<file path="src/rtl/riscv_pkg.sv">
// Shared RISC-V EX definitions: ALU ops, decode constants, FSM states.
// Used by ex_stage and mul_iter.
package riscv_pkg;

  localparam logic [1:0] ALUOP_ADD = 2'b00;
  localparam logic [1:0] ALUOP_SUB = 2'b01;
  localparam logic [1:0] ALUOP_R   = 2'b10;
  localparam logic [1:0] ALUOP_I   = 2'b11;

  localparam logic [2:0] F3_ADD  = 3'b000;
  localparam logic [2:0] F3_SLL  = 3'b001;
  localparam logic [2:0] F3_SLT  = 3'b010;
  localparam logic [2:0] F3_SLTU = 3'b011;
  localparam logic [2:0] F3_XOR  = 3'b100;
  localparam logic [2:0] F3_SR   = 3'b101;
  localparam logic [2:0] F3_OR   = 3'b110;
  localparam logic [2:0] F3_AND  = 3'b111;

  localparam logic [2:0] BR_EQ  = 3'b000;
  localparam logic [2:0] BR_NE  = 3'b001;
  localparam logic [2:0] BR_LT  = 3'b100;
  localparam logic [2:0] BR_GE  = 3'b101;
  localparam logic [2:0] BR_LTU = 3'b110;
  localparam logic [2:0] BR_GEU = 3'b111;

  localparam logic [6:0] FUN7_MUL = 7'b0000001;
  localparam int         MUL_STEPS = 64;

  typedef enum logic [3:0] {
    ALU_ADD,
    ALU_SUB,
    ALU_SLL,
    ALU_SLT,
    ALU_SLTU,
    ALU_XOR,
    ALU_SRL,
    ALU_SRA,
    ALU_OR,
    ALU_AND
  } alu_op_e;

  typedef enum logic [1:0] {
    EX_IDLE,
    EX_BUSY,
    EX_DONE
  } ex_state_e;

  function automatic alu_op_e alu_decode(
    input logic [1:0] op,
    input logic [2:0] f3,
    input logic       f7b5
  );
    alu_op_e r;
    r = ALU_ADD;
    if (op == ALUOP_SUB) begin
      r = ALU_SUB;
    end else if (op[1]) begin
      unique case (f3)
        F3_ADD:  r = (op == ALUOP_R && f7b5) ? ALU_SUB : ALU_ADD;
        F3_SLL:  r = ALU_SLL;
        F3_SLT:  r = ALU_SLT;
        F3_SLTU: r = ALU_SLTU;
        F3_XOR:  r = ALU_XOR;
        F3_SR:   r = f7b5 ? ALU_SRA : ALU_SRL;
        F3_OR:   r = ALU_OR;
        default: r = ALU_AND;
      endcase
    end
    return r;
  endfunction

  function automatic logic [63:0] fwd_sel(
    input logic [4:0]  addr,
    input logic [63:0] raw,
    input logic        mem_we,
    input logic [4:0]  mem_rd,
    input logic [63:0] mem_d,
    input logic        wb_we,
    input logic [4:0]  wb_rd,
    input logic [63:0] wb_d
  );
    logic [63:0] r;
    r = raw;
    if (mem_we && mem_rd == addr && addr != 5'd0) begin
      r = mem_d;
    end else if (wb_we && wb_rd == addr && addr != 5'd0) begin
      r = wb_d;
    end
    return r;
  endfunction

endpackage

</file>
<file path="src/rtl/ex_stage_if.sv">
// ID/EX payload, forwarding sources and EX results.
// master drives the instruction, slave is the EX stage.
interface ex_stage_if;
  logic        valid;
  logic        aluSrc;
  logic        branch;
  logic [1:0]  aluOp;
  logic [2:0]  fun3;
  logic [6:0]  fun7;
  logic [63:0] pc;
  logic [63:0] reg1;
  logic [63:0] reg2;
  logic [63:0] inme;
  logic [4:0]  addReadReg1;
  logic [4:0]  addReadReg2;
  logic [4:0]  memWrReg;
  logic        memRegWrite;
  logic [63:0] memData;
  logic [4:0]  wbWrReg;
  logic        wbRegWrite;
  logic [63:0] wbData;
  logic [63:0] aluResult;
  logic [63:0] storeData;
  logic [63:0] branchTarget;
  logic        branchTaken;
  logic        stall;
  logic        resultValid;

  modport master (
    output valid, aluSrc, branch, aluOp, fun3, fun7,
    output pc, reg1, reg2, inme,
    output addReadReg1, addReadReg2,
    output memWrReg, memRegWrite, memData,
    output wbWrReg, wbRegWrite, wbData,
    input  aluResult, storeData, branchTarget,
    input  branchTaken, stall, resultValid
  );

  modport slave (
    input  valid, aluSrc, branch, aluOp, fun3, fun7,
    input  pc, reg1, reg2, inme,
    input  addReadReg1, addReadReg2,
    input  memWrReg, memRegWrite, memData,
    input  wbWrReg, wbRegWrite, wbData,
    output aluResult, storeData, branchTarget,
    output branchTaken, stall, resultValid
  );
endinterface

</file>
<file path="src/rtl/ex_stage_mul_iter.sv">
// Iterative 64x64 shift-add multiplier, one step per cycle.
// Only built when EX_MUL_EN is defined.
`ifdef EX_MUL_EN
module mul_iter
  import riscv_pkg::*;
(
  input  logic        clk,
  input  logic        rst,
  input  logic        start,
  input  logic [63:0] a,
  input  logic [63:0] b,
  output logic        busy,
  output logic        done,
  output logic [63:0] product
);

  logic [63:0] acc_q, acc_d;
  logic [63:0] mcand_q, mcand_d;
  logic [63:0] mplier_q, mplier_d;
  logic [5:0]  cnt_q, cnt_d;
  logic        busy_q, busy_d;
  logic        last;

  assign last    = (cnt_q == 6'(MUL_STEPS - 1));
  assign busy    = busy_q;
  assign done    = busy_q & last;
  assign product = acc_q;

  // load operands on start, then add-and-shift while busy
  always_comb begin
    acc_d    = acc_q;
    mcand_d  = mcand_q;
    mplier_d = mplier_q;
    cnt_d    = cnt_q;
    busy_d   = busy_q;
    if (start) begin
      acc_d    = '0;
      mcand_d  = a;
      mplier_d = b;
      cnt_d    = '0;
      busy_d   = 1'b1;
    end else if (busy_q) begin
      if (mplier_q[0]) begin
        acc_d = acc_q + mcand_q;
      end
      mcand_d  = mcand_q << 1;
      mplier_d = mplier_q >> 1;
      cnt_d    = cnt_q + 6'd1;
      if (last) begin
        busy_d = 1'b0;
      end
    end
  end

  // datapath registers, cleared by reset
  always_ff @(posedge clk) begin
    if (rst) begin
      acc_q    <= '0;
      mcand_q  <= '0;
      mplier_q <= '0;
      cnt_q    <= '0;
      busy_q   <= 1'b0;
    end else begin
      acc_q    <= acc_d;
      mcand_q  <= mcand_d;
      mplier_q <= mplier_d;
      cnt_q    <= cnt_d;
      busy_q   <= busy_d;
    end
  end

endmodule
`endif

</file>
<file path="src/rtl/ex_stage.sv">
// RV64 execute stage: forwarding, ALU, branch resolve.
// Optional iterative MUL under macro EX_MUL_EN.
module ex_stage
  import riscv_pkg::*;
(
  input  logic      clk,
  input  logic      rst,
  ex_stage_if.slave ex
);

  logic [63:0] op_a;
  logic [63:0] fwd_b;
  logic [63:0] op_b;
  logic [63:0] alu_res;
  logic [5:0]  shamt;
  logic        br_cond;
  alu_op_e     alu_op;

  assign op_a = fwd_sel(ex.addReadReg1, ex.reg1,
                        ex.memRegWrite, ex.memWrReg, ex.memData,
                        ex.wbRegWrite, ex.wbWrReg, ex.wbData);
  assign fwd_b = fwd_sel(ex.addReadReg2, ex.reg2,
                         ex.memRegWrite, ex.memWrReg, ex.memData,
                         ex.wbRegWrite, ex.wbWrReg, ex.wbData);
  assign op_b   = ex.aluSrc ? ex.inme : fwd_b;
  assign shamt  = op_b[5:0];
  assign alu_op = alu_decode(ex.aluOp, ex.fun3, ex.fun7[5]);

  assign ex.storeData    = fwd_b;
  assign ex.branchTarget = ex.pc + ex.inme;
  assign ex.branchTaken  = ex.valid & ex.branch & br_cond;

  // single-cycle ALU
  always_comb begin
    alu_res = '0;
    unique case (alu_op)
      ALU_ADD:  alu_res = op_a + op_b;
      ALU_SUB:  alu_res = op_a - op_b;
      ALU_SLL:  alu_res = op_a << shamt;
      ALU_SLT:  alu_res = {63'd0, $signed(op_a) < $signed(op_b)};
      ALU_SLTU: alu_res = {63'd0, op_a < op_b};
      ALU_XOR:  alu_res = op_a ^ op_b;
      ALU_SRL:  alu_res = op_a >> shamt;
      ALU_SRA:  alu_res = $unsigned($signed(op_a) >>> shamt);
      ALU_OR:   alu_res = op_a | op_b;
      ALU_AND:  alu_res = op_a & op_b;
      default:  alu_res = '0;
    endcase
  end

  // branch condition on the two forwarded registers
  always_comb begin
    br_cond = 1'b0;
    unique case (ex.fun3)
      BR_EQ:   br_cond = (op_a == fwd_b);
      BR_NE:   br_cond = (op_a != fwd_b);
      BR_LT:   br_cond = ($signed(op_a) < $signed(fwd_b));
      BR_GE:   br_cond = ($signed(op_a) >= $signed(fwd_b));
      BR_LTU:  br_cond = (op_a < fwd_b);
      BR_GEU:  br_cond = (op_a >= fwd_b);
      default: br_cond = 1'b0;
    endcase
  end

`ifdef EX_MUL_EN
  ex_state_e   state_q, state_d;
  logic        is_mul;
  logic        mul_start;
  logic        mul_busy;
  logic        mul_done;
  logic [63:0] mul_prod;
  logic        use_prod;
  logic        stall;
  logic        res_valid;
  logic        unused_mul;

  assign is_mul = (ex.aluOp == ALUOP_R) &&
                  (ex.fun7 == FUN7_MUL) &&
                  (ex.fun3 == F3_ADD);
  assign unused_mul = mul_busy;

  mul_iter u_mul (
    .clk     (clk),
    .rst     (rst),
    .start   (mul_start),
    .a       (op_a),
    .b       (fwd_b),
    .busy    (mul_busy),
    .done    (mul_done),
    .product (mul_prod)
  );

  // MUL sequencing: accept in IDLE, 64 steps in BUSY, result in DONE
  always_comb begin
    state_d   = state_q;
    mul_start = 1'b0;
    stall     = 1'b0;
    res_valid = ex.valid;
    use_prod  = 1'b0;
    unique case (state_q)
      EX_IDLE: begin
        if (ex.valid && is_mul) begin
          mul_start = 1'b1;
          stall     = 1'b1;
          res_valid = 1'b0;
          state_d   = EX_BUSY;
        end
      end
      EX_BUSY: begin
        stall     = 1'b1;
        res_valid = 1'b0;
        if (mul_done) begin
          state_d = EX_DONE;
        end
      end
      EX_DONE: begin
        res_valid = 1'b1;
        use_prod  = 1'b1;
        state_d   = EX_IDLE;
      end
      default: begin
        res_valid = 1'b0;
        state_d   = EX_IDLE;
      end
    endcase
  end

  // FSM state register
  always_ff @(posedge clk) begin
    if (rst) begin
      state_q <= EX_IDLE;
    end else begin
      state_q <= state_d;
    end
  end

  assign ex.aluResult   = use_prod ? mul_prod : alu_res;
  assign ex.stall       = stall;
  assign ex.resultValid = res_valid;
`else
  logic unused_ctl;

  assign unused_ctl = clk ^ rst ^ (^ex.fun7[6]) ^ (^ex.fun7[4:0]);

  assign ex.aluResult   = alu_res;
  assign ex.stall       = 1'b0;
  assign ex.resultValid = ex.valid;
`endif

endmodule

</file>
<file path="src/flat_wrapper.sv">
// flat-port wrapper written by rule: the top's interface ports become plain ports
module ex_stage_flat import riscv_pkg::*;
  (clk, rst, ex_valid, ex_aluSrc, ex_branch, ex_aluOp, ex_fun3, ex_fun7, ex_pc, ex_reg1, ex_reg2, ex_inme, ex_addReadReg1, ex_addReadReg2, ex_memWrReg, ex_memRegWrite, ex_memData, ex_wbWrReg, ex_wbRegWrite, ex_wbData, ex_aluResult, ex_storeData, ex_branchTarget, ex_branchTaken, ex_stall, ex_resultValid);
  ex_stage_if ex_i ();
  input  logic clk;
  input  logic rst;
  input wire logic [$bits(ex_i.valid)-1:0] ex_valid;
  input wire logic [$bits(ex_i.aluSrc)-1:0] ex_aluSrc;
  input wire logic [$bits(ex_i.branch)-1:0] ex_branch;
  input wire logic [$bits(ex_i.aluOp)-1:0] ex_aluOp;
  input wire logic [$bits(ex_i.fun3)-1:0] ex_fun3;
  input wire logic [$bits(ex_i.fun7)-1:0] ex_fun7;
  input wire logic [$bits(ex_i.pc)-1:0] ex_pc;
  input wire logic [$bits(ex_i.reg1)-1:0] ex_reg1;
  input wire logic [$bits(ex_i.reg2)-1:0] ex_reg2;
  input wire logic [$bits(ex_i.inme)-1:0] ex_inme;
  input wire logic [$bits(ex_i.addReadReg1)-1:0] ex_addReadReg1;
  input wire logic [$bits(ex_i.addReadReg2)-1:0] ex_addReadReg2;
  input wire logic [$bits(ex_i.memWrReg)-1:0] ex_memWrReg;
  input wire logic [$bits(ex_i.memRegWrite)-1:0] ex_memRegWrite;
  input wire logic [$bits(ex_i.memData)-1:0] ex_memData;
  input wire logic [$bits(ex_i.wbWrReg)-1:0] ex_wbWrReg;
  input wire logic [$bits(ex_i.wbRegWrite)-1:0] ex_wbRegWrite;
  input wire logic [$bits(ex_i.wbData)-1:0] ex_wbData;
  output wire logic [$bits(ex_i.aluResult)-1:0] ex_aluResult;
  output wire logic [$bits(ex_i.storeData)-1:0] ex_storeData;
  output wire logic [$bits(ex_i.branchTarget)-1:0] ex_branchTarget;
  output wire logic [$bits(ex_i.branchTaken)-1:0] ex_branchTaken;
  output wire logic [$bits(ex_i.stall)-1:0] ex_stall;
  output wire logic [$bits(ex_i.resultValid)-1:0] ex_resultValid;
  assign ex_i.valid = ex_valid;
  assign ex_i.aluSrc = ex_aluSrc;
  assign ex_i.branch = ex_branch;
  assign ex_i.aluOp = ex_aluOp;
  assign ex_i.fun3 = ex_fun3;
  assign ex_i.fun7 = ex_fun7;
  assign ex_i.pc = ex_pc;
  assign ex_i.reg1 = ex_reg1;
  assign ex_i.reg2 = ex_reg2;
  assign ex_i.inme = ex_inme;
  assign ex_i.addReadReg1 = ex_addReadReg1;
  assign ex_i.addReadReg2 = ex_addReadReg2;
  assign ex_i.memWrReg = ex_memWrReg;
  assign ex_i.memRegWrite = ex_memRegWrite;
  assign ex_i.memData = ex_memData;
  assign ex_i.wbWrReg = ex_wbWrReg;
  assign ex_i.wbRegWrite = ex_wbRegWrite;
  assign ex_i.wbData = ex_wbData;
  assign ex_aluResult = ex_i.aluResult;
  assign ex_storeData = ex_i.storeData;
  assign ex_branchTarget = ex_i.branchTarget;
  assign ex_branchTaken = ex_i.branchTaken;
  assign ex_stall = ex_i.stall;
  assign ex_resultValid = ex_i.resultValid;
  ex_stage u_core (.clk(clk), .rst(rst), .ex(ex_i));
endmodule
</file>
<file path="config.mk">
export PLATFORM = sky130hd
export DESIGN_NAME = ex_stage_flat
export DESIGN_NICKNAME = d
export VERILOG_FILES = /design/src/rtl/riscv_pkg.sv /design/src/rtl/ex_stage_if.sv /design/src/rtl/ex_stage_mul_iter.sv /design/src/rtl/ex_stage.sv /design/src/flat_wrapper.sv
export SDC_FILE = /design/constraint.sdc
export NUM_CORES = 2
export LEC_CHECK = 0
export ABC_AREA = 1
export BUFFER_PORTS_ARGS = -buffer_cell sky130_fd_sc_hd__buf_2
export CELL_PAD_IN_SITES_DETAIL_PLACEMENT = 0
export CELL_PAD_IN_SITES_GLOBAL_PLACEMENT = 2
export CORE_UTILIZATION = 30
export DETAILED_ROUTE_END_ITERATION = 16
export PLACE_DENSITY_LB_ADDON = 0.1
export SLEW_MARGIN = 20
export SYNTH_ARGS = -nofsm -noshare
export SYNTH_HDL_FRONTEND = slang
export SYNTH_SLANG_ARGS = --single-unit
</file>
<file path="constraint.sdc">
create_clock -name vclk -period 21.5
set_input_delay 5.375 -clock vclk [all_inputs]
set_output_delay 5.375 -clock vclk [all_outputs]
set_load 0.05 [all_outputs]
</file>
; ---- Word level (Yosys, flattened, before mapping)
; Index checks and enable logic that the tools add are counted.
[totals]
regBits = 0
out_inout_bits = 195
[classes]
addsub = 3
magnitude_cmp = 6
n_eq_ne = 24
shift = 3
mux = 12
bitwise = 5
reduce_logical = 13
[op_table]
columns = operator, n
row1 = $pmux 64 s10, 1
row2 = $mux 64, 5
row3 = $lt 64x64->1, 4
row4 = $add 64x64->64, 2
row5 = $ge 64x64->1, 2
row6 = $and 64x64->64, 1
row7 = $eq 64x64->1, 1
row8 = $ne 64x64->1, 1
row9 = $or 64x64->64, 1
row10 = $shl 64x6->64, 1
row11 = $shr 64x6->64, 1
row12 = $sshr 64x6->64, 1
row13 = $sub 64x64->64, 1
row14 = $xor 64x64->64, 1
row15 = $pmux 4 s7, 1
row16 = $eq 5x5->1, 4
row17 = $eq 4x3->1 const B, 4
row18 = $eq 3x3->1 const B, 4
row19 = $reduce_bool 5->1, 2
row20 = $logic_and 1x1->1, 9
row21 = $eq 4x2->1 const B, 2
row22 = $eq 4x4->1 const B, 2
row23 = $mux 4, 2
row24 = $eq 3x2->1 const B, 2
row25 = 9 further kinds, 11

; ---- Logic depth before layout (Yosys ltp)
[logic_depth]
depth_word = 8
depth_mapped = 34
ltp_nobuf = 32

; ---- Least setup slack after synthesis
; Ideal clock, no wire load.
[synth_timing]
kind = input -> output
startpoint = input ex_addReadReg2[0]
endpoint = output ex_aluResult[47]
t_arrival_ns = 10.248
required_time_ns = 16.125
slack_ns = 5.877
path_stages = 26
path_cell_list = xor2_1 -> nor3_2 -> nand2_2 -> buf_2 -> clkbuf_1 -> clkbuf_1 -> o21ai_0 -> inv_1 -> nand2_1 -> o21ai_0 -> inv_1 -> ha_1 -> clkbuf_1 -> a21oi_1 -> inv_1 -> a21oi_1 -> o21ai_0 -> a221oi_1 -> nand2_1 -> nand2_1 -> nand2_1 -> a21oi_1 -> inv_1 -> nand2_1 -> nand3_1 -> nand3_1
[synth_via]
elab_chain_cells = 8
elab_cells_between_ends = 19
cone_classes = 2 x add/sub / 2 x eq/ne / 3 x shift / 4 x mux / 3 x bitwise / 5 x reduce/logical
[synth_rtl]
columns = element, line_no
row1 = "start, declared", flat_wrapper.sv:18  ; input wire logic [$bits(ex_i.addReadReg2)-1:0] ex_addReadReg2;
row2 = $eq 5x5->1, riscv_pkg.sv:86  ; end else if (wb_we && wb_rd == addr && addr != 5'd0) begin
row3 = $logic_and 1x1->1 (2 in a row), riscv_pkg.sv:86
row4 = $mux 64, riscv_pkg.sv:86
row5 = $mux 64 (*), riscv_pkg.sv:84  ; if (mem_we && mem_rd == addr && addr != 5'd0) begin
row6 = via ex_storeData[12], flat_wrapper.sv:26  ; output wire logic [$bits(ex_i.storeData)-1:0] ex_storeData;
row7 = $mux 64 (*), ex_stage.sv:25  ; assign op_b = ex.aluSrc ? ex.inme : fwd_b;
row8 = $sub 64x64->64 / $add 64x64->64 (equally long branches), "ex_stage.sv:38, ex_stage.sv:37"
row9 = $pmux 64 s10 (*), ex_stage.sv:36  ; unique case (alu_op)
row10 = "end, declared", flat_wrapper.sv:25  ; output wire logic [$bits(ex_i.aluResult)-1:0] ex_aluResult;
; Mark *: on every way through the listed nets, which the timed path passes. The rest lies on a longest branch.

; ---- Worst setup path after layout
[layout_timing]
startpoint = input ex_addReadReg2[0]
endpoint = output ex_aluResult[39]
[layout_via]
elab_chain_cells = 8
elab_cells_between_ends = 19
cone_classes = 2 x add/sub / 2 x eq/ne / 3 x shift / 4 x mux / 3 x bitwise / 5 x reduce/logical
[layout_rtl]
columns = element, line_no
row1 = $eq 5x5->1, riscv_pkg.sv:86
row2 = $logic_and 1x1->1 (2 in a row), riscv_pkg.sv:86
row3 = $mux 64, riscv_pkg.sv:86
row4 = $mux 64 (*), riscv_pkg.sv:84
row5 = $mux 64 (*), ex_stage.sv:25
row6 = "$sub 64x64->64, or another cell as far along", ex_stage.sv:38  ; ALU_SUB: alu_res = op_a - op_b;
row7 = $pmux 64 s10 (*), ex_stage.sv:36
; Mark *: on every way between the ends. The rest lies on a longest branch, timed or not.

==> impl_results.md <==
- Ys Warns: 0
- Finished Layout Cells: 8027
- Area of the mapped netlist: 31200 sq um
- Share of the synthesized area in the top cell type: 18.0%
- Routed WL: 258000 microns
- Slew headroom: 12.7%
- Final Net Count: 7361
- DIE AREA: 105000 sq um
- Area contributors post-synth: nand2_1, nand3_1, ha_1, inv_1, a21oi_1
- Crit end category: primary output
- Sw Share: 76.3%
- HP Class: in -> out
- GPL Wtd Cong: 1.11
- Top Ports: 618
- Vias in the first global route: 42596
- Max Freq: 56.0 MHz
- WP data required: 16.12 ns
- DR WL/cell: 32.2 microns
- Via/cell ratio: 5.92
- First-pass GRT wire length: 345000 microns
- Startpoint types: primary input
- Leak Pwr: 0.0187 uW
- HP Start: ex_branch
- Initial core utilization: 30.5%
- P_sw: 1390 uW
- Period minus WS final: 17.86 ns
- Crit-path most repeated cell: inv_1
- Largest net degree at the start of global routing: 144
- Worst path arrival time: 12.49 ns
- Worst Hold End: ex_branchTaken
- MaxCap Viol Count: 0
- Core Footprint: 102000 sq um
- FP Rows: 117
- Combinational share of power: 100.0%
- Peak VDD IR: 0.0348 mV
- Worst Tran Pin Value: 1.30 ns
- Layout fillers: 12467
- Place WS: 4.03 ns
- CLK BUF: 0
- Routed vias: 47526
- Post_cts resized: 0
- GRT Total Usage: 46.5%
- DRC: 0
- Drt first pass iters: 7
- CP top delay family: compound AO/OA/AOI/OAI gates
- RSZ-0062 raised after global routing: false
- Commonest cells post-synth: nand2_1, nand3_1, inv_1, nor2_1, a21oi_1
- PwrDens: 51.1 nW/um^2
- Post-Synthesis Cells: 6190
- CP Max Fanout: 71
- Internal: 431 uW
- Final global-route overflow total: 0
- Hpwl dp: 224000 microns
- Final ANT Viol Nets: 0
- Area grow syn2layout: 14.2%
- Netlist cell types: 68
- Final Max Tran Viols: 0
- Share of layout cells above drive strength 1: 14.1%
- Hold Path Depth: 4
- Final setup TNS: 0 ns
- Dpl cells: 7987
- Final WS setup: 3.64 ns
- Die height: 325 microns
- Flop pwr share: 0%
- Setup bufs post-CTS: 0
- Critical Setup Path Class: in -> out
- Num sequential: 0
- Most instantiated library cell after synthesis: nand2_1
- CP Launch Point: ex_addReadReg2[0]
- CP bufs+invs: 9
- Initial antenna violation count: 78
- Area leader, netlist: nand2_1
- DR iter-0 viols: 6905
- Critical-path top delay cell: o21ai_0
- Post-CTS Hold Fix Bufs: 0
- Status: finished clean
- Mean Syn Cell Area: 5.04 sq um
- Chip Width: 325 microns
- Final period util: 83.1%
- # setup viols final: 0
- Register area share after synthesis: 0%
- IO buf count: 609
- Total nets after synthesis: 6930
- CP peak stage delay: 0.97 ns
- Final hold violation count: 0
- FF+latch area: 0 sq um
- Clock power frac: 0%
## layout make-up
type                       instances  area [sq um]  share of cell area, %
antenna                           40           100                  0.281
multi-input combinational       5047         26700                   74.9
tap                             1368          1710                   4.80
timing repair buffer             726          3950                   11.1
inverter                         846          3200                   8.97
## cell families (layout without fill, tap and decap cells)
family          count (synthesis)  in the layout  synth area share [%]
compound gates               1282           1282                  23.4
xor+xnor                       69             69                  1.94
fa+ha+maj                     317            317                  12.8
buf+inv                      1143           1572                  14.8
other cells                     1             41                0.0120
simple gates                 3378           3378                  47.1
## power groups by stage
stage	combinational, uW	sequential [uW]	clock (uW)
3_5_place_dp	1740	0	0
4_1_cts	1750	0	0
2_1_floorplan	1090	0	0
6_report	1820	0	0.0000391
3_3_place_gp	1750	0	0
5_1_grt	1900	0	0.0000503
## metrics by stage
stage,utilization (%),hold WS (ns),total power (uW),area [sq um]
6_report,34.8,11.15,1820,35600
5_1_grt,34.7,11.16,1900,35500
4_1_cts,34.7,11.16,1750,35500
3_5_place_dp,34.7,11.16,1740,35500
3_3_place_gp,34.7,11.15,1750,35500
2_1_floorplan,-,10.92,1090,31200
## layout by cell type, fill, tap and decap left out, drive strengths merged, types with 10 or more instances in the layout
cell / instances
or2: 64
o21ai: 492
xnor2: 25
o211ai: 85
o22ai: 29
buf: 726
nor2: 580
o2111ai: 12
nor4: 16
a21boi: 17
ha: 314
nand3: 1054
nand4: 43
a31oi: 36
nand2: 1530
a21oi: 492
o21a: 41
nor3: 66
xor2: 44
diode: 40
nand3b: 10
a221oi: 26
inv: 841
## worst max path at each step
stage / endpoint / slack (ns) / depth (start not counted)
6_report: ex_aluResult[39] / 3.64 / 27
5_1_grt: ex_aluResult[39] / 3.56 / 26
4_1_cts: ex_aluResult[38] / 3.99 / 24
3_5_place_dp: ex_aluResult[38] / 4.03 / 24
3_3_place_gp: ex_aluResult[38] / 4.05 / 24
2_1_floorplan: ex_aluResult[47] / 5.88 / 26
## layer usage
metal  global-route usage, %  up-vias  routed length [microns]  part of all wire, %
li1                        -    21561                        -                    -
met1                    58.5    22231                   103000                   40
met2                    67.5     3111                   104000                   40
met3                    13.8      577                    29900                   12
met4                    32.3       46                    21200                  8.2
met5                       0        -                      269                 0.10
(Power assumes the default switching activity.)
